<file path="src/rtl/mod_counter_pkg.sv">
// Shared constants and helpers for the multi-digit modulo-N counter.
package mod_counter_pkg;

  localparam int DIGIT_W    = 4;
  localparam int MAX_DIGITS = 8;

  // Clamp a loaded digit into the legal range 0..modulus-1.
  function automatic logic [DIGIT_W-1:0] digit_sat(input logic [DIGIT_W-1:0] value,
                                                   input int modulus);
    logic [DIGIT_W-1:0] res;
    if (int'(value) >= modulus) begin
      res = DIGIT_W'(modulus - 1);
    end else begin
      res = value;
    end
    return res;
  endfunction

endpackage

</file>
<file path="src/rtl/mod_digit.sv">
// Single 4-bit modulo-MODULUS digit cell with load, up/down step and range flags.
module mod_digit
  import mod_counter_pkg::*;
#(
  parameter int MODULUS = 10
) (
  input  logic               clk,
  input  logic               reset,
  input  logic               step,
  input  logic               up,
  input  logic               load,
  input  logic [DIGIT_W-1:0] load_digit,
  output logic [DIGIT_W-1:0] digit,
  output logic               at_max,
  output logic               at_zero
);

  localparam logic [DIGIT_W-1:0] MAX_VAL = DIGIT_W'(MODULUS - 1);

  logic [DIGIT_W-1:0] digit_q;
  logic [DIGIT_W-1:0] digit_d;

  assign at_max  = (digit_q == MAX_VAL);
  assign at_zero = (digit_q == {DIGIT_W{1'b0}});
  assign digit   = digit_q;

  always_comb begin
    digit_d = digit_q;
    if (load) begin
      digit_d = digit_sat(load_digit, MODULUS);
    end else if (step) begin
      if (up) begin
        digit_d = at_max ? {DIGIT_W{1'b0}} : digit_q + 4'd1;
      end else begin
        digit_d = at_zero ? MAX_VAL : digit_q - 4'd1;
      end
    end else begin
      digit_d = digit_q;
    end
  end

  always_ff @(posedge clk) begin
    if (reset) begin
      digit_q <= {DIGIT_W{1'b0}};
    end else begin
      digit_q <= digit_d;
    end
  end

endmodule

</file>
<file path="src/rtl/mod_n_digit_counter.sv">
// Single-clock cascaded modulo-N counter: DIGITS cells of radix MODULUS, with
// terminal count, one-cycle carry pulse on whole-counter wrap and sticky overflow.
module mod_n_digit_counter
  import mod_counter_pkg::*;
#(
  parameter int DIGITS  = 4,
  parameter int MODULUS = 10
) (
  input  logic                      clk,
  input  logic                      reset,
  input  logic                      en,
  input  logic                      up,
  input  logic                      load,
  input  logic [DIGIT_W*DIGITS-1:0] load_val,
  input  logic                      ovf_clr,
  output logic [DIGIT_W*DIGITS-1:0] q,
  output logic                      tc,
  output logic                      carry_out,
  output logic                      ovf
);

  logic [DIGITS-1:0] at_max_s;
  logic [DIGITS-1:0] at_zero_s;
  logic [DIGITS-1:0] step_s;
  logic              wrap_s;
  logic              carry_q, carry_d;
  logic              ovf_q, ovf_d;

  for (genvar k = 0; k < DIGITS; k++) begin : g_digit
    // A digit steps only when every lower digit is at its rollover value.
    localparam logic [DIGITS-1:0] LOWER = DIGITS'((1 << k) - 1);

    assign step_s[k] = en & (up ? ((at_max_s & LOWER) == LOWER)
                                : ((at_zero_s & LOWER) == LOWER));

    mod_digit #(.MODULUS(MODULUS)) u_digit (
      .clk        (clk),
      .reset      (reset),
      .step       (step_s[k]),
      .up         (up),
      .load       (load),
      .load_digit (load_val[DIGIT_W*k +: DIGIT_W]),
      .digit      (q[DIGIT_W*k +: DIGIT_W]),
      .at_max     (at_max_s[k]),
      .at_zero    (at_zero_s[k])
    );
  end

  always_comb begin
    if (up) begin
      tc = &at_max_s;
    end else begin
      tc = &at_zero_s;
    end
  end

  // Load takes priority over counting, so a wrap cannot coincide with a load.
  assign wrap_s = en & tc & ~load;

  always_comb begin
    carry_d = wrap_s;
    ovf_d   = ovf_q;
    if (wrap_s) begin
      ovf_d = 1'b1;
    end else if (ovf_clr) begin
      ovf_d = 1'b0;
    end else begin
      ovf_d = ovf_q;
    end
  end

  always_ff @(posedge clk) begin
    if (reset) begin
      carry_q <= 1'b0;
      ovf_q   <= 1'b0;
    end else begin
      carry_q <= carry_d;
      ovf_q   <= ovf_d;
    end
  end

  assign carry_out = carry_q;
  assign ovf       = ovf_q;

endmodule

</file>
<file path="config.mk">
export PLATFORM = sky130hd
export DESIGN_NAME = mod_n_digit_counter
export DESIGN_NICKNAME = d
export VERILOG_FILES = /design/src/rtl/mod_counter_pkg.sv /design/src/rtl/mod_digit.sv /design/src/rtl/mod_n_digit_counter.sv
export SDC_FILE = /design/constraint.sdc
export NUM_CORES = 1
export LEC_CHECK = 0
export ABC_AREA = 1
export BUFFER_PORTS_ARGS = -buffer_cell sky130_fd_sc_hd__clkbuf_2
export CAP_MARGIN = 20
export CORE_ASPECT_RATIO = 0.5
export CORE_MARGIN = 4
export CORE_UTILIZATION = 30
export DETAILED_ROUTE_END_ITERATION = 16
export RECOVER_POWER = 25
export SYNTH_ARGS = -nofsm -noshare
export SYNTH_HDL_FRONTEND = slang
export SYNTH_SLANG_ARGS = --single-unit
</file>
<file path="constraint.sdc">
create_clock -name clk -period 1.65 [get_ports clk]
set_input_delay 0.165 -clock clk [delete_from_list [all_inputs] [get_ports clk]]
set_output_delay 0.165 -clock clk [all_outputs]
set_load 0.02 [all_outputs]
</file>
# Word level (Yosys, flattened, before mapping)
# Index checks and enable logic that the tools add are counted.
[word_totals]
reg_bits = 18
inputBits = 22
output_inout_bits = 19
word_cells = 73
[op_classes]
addsub = 8
order_cmp = 4
eq_ne = 8
n_mux = 30
bitwise = 6
reduce_logical = 11
[op_table]
columns = ["operator", "count"]
rows = [
  ["$mux 4", 24],
  ["$add 4x1->4 const B", 4],
  ["$eq 4x4->1 const B", 4],
  ["$ge 4x4->1 const B", 4],
  ["$logic_not 4->1", 4],
  ["$sub 4x1->4 const B", 4],
  ["$reduce_bool 2->1", 5],
  ["$reduce_and 4->1", 2],
  ["$eq 3x3->1 const B", 2],
  ["$mux 1", 6],
  ["$and 1x1->1", 5],
  ["$eq 2x2->1 const B", 2],
  ["$not 1->1", 1],
]

# Depth between registers and ports, before layout
# Gate-level depths: netlist of run 1.
[depth]
depth_word = 6
mapped_depth = 10
ltp_nobuf = 10

# By module
# Synthesis of run 1 repeated with hierarchy kept, for this count alone.
[unflattened]
hier_cells = 280
hier_area_um2 = 1657.8
[by_module_without_submodules]
columns = ["module", "n_inst", "cells_per_inst", "area_per_inst_um2", "seq_area_each_um2"]
rows = [
  ["mod_digit", 4, 62, 367.9, 80.1],
  ["mod_n_digit_counter", 1, 32, 186.4, 40.0],
]

# Worst setup path before layout of run 1
# No wires, ideal clock.
[synth_timing]
path_type = "register to register"
from = "register g_digit[1].u_digit.digit_q[0]"
to = "register ovf_q (netlist: ovf)"
setup_time_ns = 0.061
t_arrival_ns = 1.425
required_ns = 1.589
slack_ns = 0.164
stages_incl_launch_ff = 7
n_path_buf = 0
period_less_slack_ns = 1.486
path_cell_list = "dfxtp_1 -> nand2_1 -> nor2_1 -> nand4_1 -> o21ai_1 -> nand3_1 -> nand2_1"
[synth_via]
elab_chain_cells = 6
word_cells_on_any_way = 9
classes_between = "eq/ne: 1; mux: 2; bitwise: 2; reduce/logical: 4"
[synth_rtl]
columns = ["element", "line_no", "rtl"]
rows = [
  ["from (decl)", "mod_digit.sv:20", "logic [DIGIT_W-1:0] digit_q;"],
  ["from (signal assigned)", "mod_digit.sv:44", "digit_q <= {DIGIT_W{1'b0}};"],
  ["from (signal assigned)", "mod_digit.sv:46", "digit_q <= digit_d;"],
  ["$eq 4x4->1 / $logic_not 4->1 (equally long branches)", "mod_digit.sv:23, mod_digit.sv:24", ""],
  ["$reduce_and 4->1, on equally long branches", "mod_n_digit_counter.sv:51, mod_n_digit_counter.sv:53", ""],
  ["$mux 1 (*)", "mod_n_digit_counter.sv:50", "if (up) begin"],
  ["via tc", "mod_n_digit_counter.sv:17", "output logic tc,"],
  ["$and 1x1->1 (*) (2 in series)", "mod_n_digit_counter.sv:58", "assign wrap_s = en & tc & ~load;"],
  ["$mux 1 / $reduce_bool 2->1 (equally long branches)", "n/a", ""],
  ["to (signal assigned)", "mod_n_digit_counter.sv:78", "ovf_q <= ovf_d;"],
  ["to (decl)", "mod_n_digit_counter.sv:27", "logic ovf_q, ovf_d;"],
]
# Mark *: on every way through the listed nets, which the timed path passes. The rest lies on a longest branch.
# A chain may end at the register's enable or synchronous reset.

# Worst setup path in the final report of run 1
[layout_timing]
from = "register g_digit[2].u_digit.digit_q[2]"
to = "output tc"
[layout_via]
elab_chain_cells = 3
word_cells_on_any_way = 5
classes_between = "eq/ne: 1; mux: 1; reduce/logical: 3"
[layout_rtl]
columns = ["element", "line_no"]
rows = [
  ["from (decl)", "mod_digit.sv:20"],
  ["from (signal assigned)", "mod_digit.sv:44"],
  ["from (signal assigned)", "mod_digit.sv:46"],
  ["$eq 4x4->1 / $logic_not 4->1 (equally long branches)", "mod_digit.sv:23, mod_digit.sv:24"],
  ["$reduce_and 4->1, on equally long branches", "mod_n_digit_counter.sv:51, mod_n_digit_counter.sv:53"],
  ["$mux 1 (*)", "mod_n_digit_counter.sv:50"],
  ["to (decl)", "mod_n_digit_counter.sv:17"],
]
# Every way passes the cells marked *; elsewhere a longest branch is shown, timed or not.

==> results.toml, run 1 <==
[global_route]
track_usage_pct = 14.6
antenna_found_initial = 0
grt-ovfl-total = 0
grt_pass1_vias = 1836
grt_pass1_wl_um = 8090
grt_start_max_net_pins = 20

[yosys]
syn_nets = 322
seq_area_frac_synth_pct = 22.2
synthArstFlopShare_pct = 0
ys_ff_latch = 18
yosysMostFrequentCell = "nand2_1"
synthFlopType = "dfxtp_1"
syn_area_um2 = 1620
yosys-top-cells-count = "97 x nand2_1, 40 x nor2_1, 34 x inv_1, 28 x nand3_1, 20 x o21ai_0"
synth_edf_count = 0
syn_inst = 300
yosysWarnings = 0
synth_cell_types = 23
yosysTopAreaCell = "nand2_1"
synth_top_area_share_pct = 22.5
avgSynthCellArea_um2 = 5.40
synthTopCellsByArea = "nand2_1 22%, dfxtp_1 22%, nor2_1 9.3%, nand3_1 8.6%, inv_1 7.9%"

[die]
die_w_um = 112
coreArea_um2 = 5070
chipHeight_um = 60.0
initial_core_util_pct = 32.0
boundaryPins = 41
die_area_um2 = 6710
row_count = 18

[drt]
post_drt_wl_per_cell_um = 11.8
vias_per_cell = 4.77
drc = 0
drtIter0Drc = 82
vias = 1972
totalWireLength_um = 4860
first_pass_iters = 4
ant_nets = 0

[final_layout]
regArea_um2 = 372
final_core_util_pct = 39.3
nFillCells = 576
area_growth_syn_to_layout_pct = 22.9
drive_gt1_share_pct = 24.2
antenna_cells = 0
final_nets = 366
multi_input_area_um2 = 1090

[setup_path]
crit_type = "flip-flop to primary output"
worstSetupEndpointType = "primary output"
crit_required_ns = 1.48
worstSetupStartpointType = "flip-flop"
crit_arrival_ns = 1.42
cp_max_fo = 3

[flow_run]
maxCapViolations = 0

[sta]
tightest_slew_ns = 0.448
tns_ns = 0
final_max_slew_viol_count = 0
relSlewSlack_pct = 70.1
rsz0062_at_grt = "false"
hold_viol = 0
setup_viol = 0
setup_ws_ns = 0.0637
fin_crit_sh_pct = 96.1
skew_ns = 0.00713
fin_crit_ns = 1.59
max_freq_ghz = 0.630

[min_path]
hold_path_class = "primary input to flip-flop"

[placed_design]
place_ws_ns = 0.212
port_buffers = 40
gp_congestion = 0.831
dpl.hpwl_um = 3800

[clock_tree]
cts_tree = "done"
cts.sinks = 18
cts_max_level = 1
cts_root_buf = "clkbuf_8"
numCtsBuffers = 3
ctsHoldBuffers = 0
clk_pin_slew_worst_paths_ns = 0.08
cts_buffer_depth = 2
worstSkewPairLatency_ns = 0.26

[power]
cellLeakagePower_nw = 1.06
ir_drop_v = 0.000280
total_power_mw = 1.45
powerDensity_nw_per_um2 = 726

[run_status]
outcome = "completed"
-- cell type report --
type                       instances  share of cell area, %
multi-input combinational        235                   54.7
tap                               70                   4.40
timing repair buffer              46                   11.9
clock buffer                       4                   2.76
inverter                          40                   7.54
sequential                        18                   18.7
-- worst paths after layout --
path,start,to,depth (start not counted),slack (ns)
hold reg to reg,ovf,ovf,2,0.48
setup reg to reg,g_digit[0].u_digit.digit[0],g_digit[3].u_digit.digit[1],9,0.21
hold / removal,ovf_clr,ovf,3,0.16
setup / recovery,g_digit[2].u_digit.digit[2],tc,6,0.06
-- flip-flops by register name (all words and copies together) (netlist names) --
signal / flops
g_digit.u_digit.digit: 16
carry_out: 1
ovf: 1
-- power breakdown --
group / total [mW] / internal, mW / leakage [nW] / switching [mW]
clock: 0.368 / 0.212 / 0.0288 / 0.155
sequential: 0.543 / 0.475 / 0.151 / 0.0672
combinational: 0.536 / 0.190 / 0.883 / 0.347
-- cells in the final DEF (no fill, tap or decap), drive strengths merged --
cell type and instances:
nand2 106, nand3 31, clkbuf 44, a221oi 1, a21oi 18, nor2 46
nand4 4, nor3 1, dfxtp 18, nand3b 1, or2 1, inv 40
buf 6, a31oi 2, o21ai 24
-- critical path, stage by stage (launching register included) --
cell	delay, ns
dfxtp_1	0.35
nor2_1	0.19
nand2_1	0.13
nor2_1	0.12
nand3_1	0.10
o21ai_2	0.09
clkbuf_4	0.19
-- routing by layer --
layer	vias to the layer above	track usage, %	routed length, um
met5	-	0	0
met2	47	24.4	2180
met4	0	4.79	48
met1	879	19.6	2390
met3	4	2.53	242
li1	1042	-	-
-- cell families after synthesis --
logic type | count (synthesis) | share of synthesized area [%]
flops | 18 | 22.2
simple gates | 190 | 52.0
buf+inv | 47 | 11.5
compound gates | 45 | 14.3
-- metrics by stage --
stage | hold slack (ns) | area (um^2) | instances
global placement | 0.427 | 1910 | 408
finish | 0.157 | 1990 | 413
detailed placement | 0.432 | 1910 | 408
floorplan | 0.234 | 1620 | 300
CTS | 0.158 | 1980 | 412
global route | 0.198 | 1990 | 413
-- timing repair --
| item | 4_1_cts | 5_1_grt |
|---|---|---|
| gates resized for setup | 6 | 12 |
| buffers inserted | 0 | 1 |
| endpoints found under the setup margin | 1 | 1 |
| pin swaps | 0 | 2 |
(Power assumes the default switching activity.)
==> run 2: changes to the inputs <==
--- a/config.mk
+++ b/config.mk
@@ -5,8 +5,7 @@
 export SDC_FILE = /design/constraint.sdc
 export NUM_CORES = 1
 export LEC_CHECK = 0
-export ABC_AREA = 1
-export BUFFER_PORTS_ARGS = -buffer_cell sky130_fd_sc_hd__clkbuf_2
+export BUFFER_PORTS_ARGS = -buffer_cell sky130_fd_sc_hd__buf_2
 export CAP_MARGIN = 20
 export CORE_ASPECT_RATIO = 0.5
 export CORE_MARGIN = 4
==> run 2 against run 1 <==
- the flow now finishes with violations (negative setup slack)
- routed wire length rose by 1.6%
- sequential share of layout area fell by 1.0 points
- critical path depth fell by 3
==> results.toml, run 2 <==
[die]
die_w_um = 110
row_count = 18
die_area_um2 = 6470
coreArea_um2 = 4950
chipHeight_um = 58.9
boundaryPins = 41
initial_core_util_pct = 31.4

[final_layout]
area_growth_syn_to_layout_pct = 38.3
fin_area_um2 = 2150
drive_gt1_share_pct = 36.5
regArea_um2 = 379
nFillCells = 485
mostFrequentLayoutCell = "buf_2"
mostFrequentLayoutCells = "32 x buf_2, 24 x buf_4, 20 x nor2_1"
largest_reg_flops = 16
multi_input_area_um2 = 1160
antenna_cells = 0
final_nets = 283

[sta]
fin_crit_ns = 1.74
hold_viol = 0
final_max_slew_viol_count = 0
rsz0062_at_grt = "true"
max_freq_ghz = 0.574
skew_ns = 0.00473
tightest_slew_ns = 0.579
relSlewSlack_pct = 61.4
setup_ws_ns = -0.0922
setup_viol = 6
fin_crit_sh_pct = 106

[power]
p_sw_share_pct = 34.5
switchingPower_mw = 0.466
p_seq_share_pct = 36.6
powerDensity_nw_per_um2 = 628
p_comb_share_pct = 36.3
power.share.clock_pct = 27.2
ir_drop_v = 0.000270
p_int_mw = 0.885
cellLeakagePower_nw = 0.864

[yosys]
yosys-top-cells-count = "22 x nor2_1, 18 x dfxtp_1, 17 x o21ai_0, 16 x a21oi_1, 13 x nand2_1"
synth_cell_types = 53
yosysMostFrequentCell = "nor2_1"
syn_inst = 210
seq_area_frac_synth_pct = 23.2
syn_area_um2 = 1550
synth_edf_count = 0
synthFlopType = "dfxtp_1"
synthTopCellsByArea = "dfxtp_1 23%, o21ai_0 5.5%, nor2_1 5.3%, a21oi_1 5.2%, xor2_1 3.4%"
synthArstFlopShare_pct = 0
syn_nets = 232
yosysWarnings = 0
synth_top_area_share_pct = 23.2
avgSynthCellArea_um2 = 7.40
ys_ff_latch = 18
yosysTopAreaCell = "dfxtp_1"

[setup_path]
crit_required_ns = 1.48
crit_type = "flip-flop to primary output"
worstSetupStartpointType = "flip-flop"
crit_arrival_ns = 1.58
cp_max_fo = 2
worstSetupEndpointType = "primary output"

[global_route]
antenna_found_initial = 0
use_met1_pct = 20.5
grt_pass1_wl_um = 7830
grt_busiest_layer = "met2"
grt_pass1_vias = 1655
grt_start_max_net_pins = 22
grtUsageMet3_pct = 3.40
track_usage_pct = 15.1
grt-ovfl-total = 0
grt.met2_usage_pct = 25.0

[placed_design]
place_ws_ns = -0.0130
dpl.hpwl_um = 3440
place_area_um2 = 1950
port_buffers = 40
gp_congestion = 0.806

[drt]
drtIter0Drc = 111
post_drt_wl_per_cell_um = 15.0
totalWireLength_um = 4940
drc = 0
vias = 1752
first_pass_iters = 5
ant_nets = 0
vias_per_cell = 5.31

[clock_tree]
clk_pin_slew_worst_paths_ns = 0.07
cts_root_buf = "clkbuf_8"
worstSkewPairLatency_ns = 0.26
cts_max_level = 1
cts_tree = "done"
cts_buffer_depth = 2
numCtsBuffers = 3
cts.sinks = 18

[flow_run]
maxCapViolations = 0

[run_status]
outcome = "complete, but fails checks"
violations = "negative setup slack"

[min_path]
hold_path_class = "primary input to flip-flop"
==> run 2: final timing paths <==
kind | cells after the start | from | slack (ns) | endpoint
setup reg to reg | 5 | g_digit[2].u_digit.digit[2] | -0.07 | g_digit[3].u_digit.digit[0]
hold reg to reg | 1 | ovf | 0.47 | ovf
setup / recovery | 3 | g_digit[2].u_digit.digit[2] | -0.09 | tc
hold / removal | 3 | load_val[14] | 0.11 | g_digit[3].u_digit.digit[2]
==> run 2: final cells by class <==
cell class	count	share of cell area (%)
multi-input cells	162	54.1
repair buffers	68	20.3
flip-flops and latches	18	17.6
well taps	70	4.07
clock buffers	4	2.56
inverters	8	1.40
==> run 2: kinds of logic after synthesis <==
family,count (synthesis),share of synthesized area (%)
buf+inv,30,9.02
xor+xnor,11,6.20
compound gates,64,30.2
mux,4,2.58
simple gates,83,28.8
flops,18,23.2
==> run 2: stage by stage <==
stage	hold slack, ns	utilization [%]	power, mW	instances	TNS (ns)
3_5_place_dp	0.385	39.3	0.939	319	-0.0130
3_3_place_gp	0.380	39.3	0.932	319	0
2_1_floorplan	0.273	-	0.803	210	-0.608
4_1_cts	0.117	41.9	1.33	327	-0.120
5_1_grt	0.135	43.4	1.43	330	-0.770
6_report	0.115	43.4	1.35	330	-0.254
==> run 2: what timing repair did <==
action	CTS	global route
gates cloned	0	0
buffers inserted	4	3
hold buffers	0	0
setup endpoints to repair	2	9
pin swaps	3	14
resized for setup	13	11
==> run 2: critical path, stage by stage (launching register included) <==
cell	delay (ns)
dfxtp_2	0.32
or4_4	0.56
nor4_4	0.25
buf_4	0.19
==> run 2: layer usage <==
metal	vias up	routed length [um]	share of wire [%]
met2	60	2330	47
met3	6	257	5.2
met4	0	55	1.1
li1	868	-	-
met5	-	0	0
met1	818	2300	47
==> run 2: power by group through the flow <==
stage | Clock, mW | Combinational [mW] | Sequential, mW
2_1_floorplan | 0 | 0.279 | 0.524
3_3_place_gp | 0 | 0.435 | 0.497
3_5_place_dp | 0 | 0.440 | 0.499
4_1_cts | 0.375 | 0.461 | 0.494
5_1_grt | 0.399 | 0.533 | 0.499
6_report | 0.367 | 0.490 | 0.494
==> run 3: changes to the inputs <==
--- a/config.mk
+++ b/config.mk
@@ -9,8 +9,10 @@
 export CAP_MARGIN = 20
 export CORE_ASPECT_RATIO = 0.5
 export CORE_MARGIN = 4
-export CORE_UTILIZATION = 30
+export CORE_UTILIZATION = 45
 export DETAILED_ROUTE_END_ITERATION = 16
+export GPL_TIMING_DRIVEN = 0
+export PLACE_DENSITY = 0.7
 export RECOVER_POWER = 25
 export SYNTH_ARGS = -nofsm -noshare
 export SYNTH_HDL_FRONTEND = slang
==> run 3 against run 2 <==
- routed wire length is 2.0% lower
- combinational power decreased by 11%
- final cell count down 9.1%
- critical path depth unchanged
- highest routed layer unchanged
- register-to-register slack is essentially flat
- first-iteration DRC count increased by 54%
- utilization grew 21 points
- global-route usage grew 5.1 points
- the run still ends with negative setup slack left
- clock power is 5.4% higher
==> results.toml, run 3 (synthesized netlist as in run 2, its figures left out) <==
[run_status]
outcome = "complete, but fails checks"
violations = "negative setup slack"

[sta]
max_freq_ghz = 0.574
fin_crit_sh_pct = 106
setup_ws_ns = -0.0930
setup_viol = 5
holdWs_ns = 0.118
relSlewSlack_pct = 53.9
final_max_slew_viol_count = 0
tightest_slew_ns = 0.692
hold_viol = 0
rsz0062_at_grt = "true"
tns_ns = -0.254
skew_ns = 0.00446
fin_crit_ns = 1.74

[placed_design]
place_area_um2 = 1870
port_buffers = 39
dpl.hpwl_um = 3350
place_ws_ns = -0.367
dp_cells = 289
gp_congestion = 0.844

[final_layout]
final_cells = 300
fin_area_um2 = 2030
mostFrequentLayoutCells = "35 x buf_2, 20 x nor2_1, 16 x a21oi_1"
drive_gt1_share_pct = 33.1
mostFrequentLayoutCell = "buf_2"
final_nets = 283
antenna_cells = 0
largest_reg_flops = 16
area_growth_syn_to_layout_pct = 30.5

[die]
boundaryPins = 41
initial_core_util_pct = 49.3
chipHeight_um = 49.6
coreArea_um2 = 3150
die_area_um2 = 4510
row_count = 14
die_w_um = 91.1

[flow_run]
maxCapViolations = 0

[clock_tree]
cts_tree = "done"
cts_root_buf = "clkbuf_8"
clk_pin_slew_worst_paths_ns = 0.08
cts.sinks = 18
cts_max_level = 1
numCtsBuffers = 3
worstSkewPairLatency_ns = 0.26
ctsHoldBuffers = 0
cts_buffer_depth = 2

[setup_path]
worstSetupStartpointType = "flip-flop"
cp_slowest_stage_delay_ns = 0.58
cp_max_fo = 2
crit_required_ns = 1.48
crit_buf_inv = 1
crit_type = "flip-flop to primary output"
crit_slowest_cell = "or4_4"
crit_arrival_ns = 1.58
crit_chain = "or4_4 > nor4_4 > buf_4"
worstSetupEndpointType = "primary output"
path_delay_family = "simple AND/OR/NAND/NOR gates"

[power]
cellLeakagePower_nw = 0.803
powerDensity_nw_per_um2 = 658
ir_drop_v = 0.000432

[global_route]
grt_pass1_wl_um = 7470
track_usage_pct = 20.2
grt_pass1_vias = 1495
antenna_found_initial = 0
grt-ovfl-total = 0
grt_start_max_net_pins = 11

[drt]
post_drt_wl_per_cell_um = 16.1
totalWireLength_um = 4840
vias_per_cell = 5.94
ant_nets = 0
drtIter0Drc = 171
vias = 1783
first_pass_iters = 4
drc = 0

[min_path]
hold_path_class = "primary input to flip-flop"
==> run 3: changes by cell type in the layout (fill, tap and decap cells not counted), sizes merged <==
cell,delta
buf,-7
clkbuf,+7
==> run 3: what timing repair did <==
action,CTS,global route
setup buffers,10,5
resized for setup,18,8
hold endpoints to repair,0,0
endpoints found under the setup margin,9,12
pin swaps,6,9
==> run 3: stage by stage <==
step                      utilization (%)  total power [mW]
after floorplan                         -             0.803
after global placement               59.2             0.915
after detailed placement             59.2             0.920
after CTS                            62.4              1.31
after global routing                 64.3              1.40
final                                64.3              1.33
==> run 3: final cells by class <==
| class | instances | area, um^2 |
|---|---|---|
| Fill cell | 277 | 1120 |
| Inverter | 8 | 30.0 |
| Clock buffer | 4 | 55.1 |
| Tap cell | 40 | 50.0 |
| Multi-Input combinational cell | 162 | 1130 |
| Buffer | 14 | 63.8 |
| Sequential cell | 18 | 397 |
| Timing Repair Buffer | 54 | 303 |
==> run 3: final timing paths <==
kind,startpoint,endpoint,slack [ns],depth (start not counted)
worst min register to register,ovf,ovf,0.48,1
worst min-delay path,load_val[14],g_digit[3].u_digit.digit[2],0.12,3
worst max register to register,g_digit[2].u_digit.digit[2],g_digit[3].u_digit.digit[3],-0.06,4
worst max-delay path,g_digit[2].u_digit.digit[2],tc,-0.09,3
==> run 3: worst register-to-register path, delay by kind of cell, from the launching register on <==
kind / cells / cell delay, ns
compound gates: 1 / 0.08
flops: 1 / 0.35
mux: 1 / 0.22
simple gates: 2 / 0.92
==> run 3: power by group <==
group          internal [mW]  total [mW]  switching [mW]  leakage, nW
registers              0.458       0.510          0.0520        0.155
clock network          0.213       0.387           0.174       0.0288
logic                  0.185       0.437           0.252        0.619
total                  0.856        1.33           0.478        0.803
==> run 3: routing by layer <==
metal | vias up | wire (um) | track usage (%)
met5 | - | 0 | 0
met3 | 2 | 361 | 3.80
met1 | 837 | 2260 | 28.8
met2 | 68 | 2200 | 32.3
li1 | 876 | - | -
met4 | 0 | 17 | 3.00
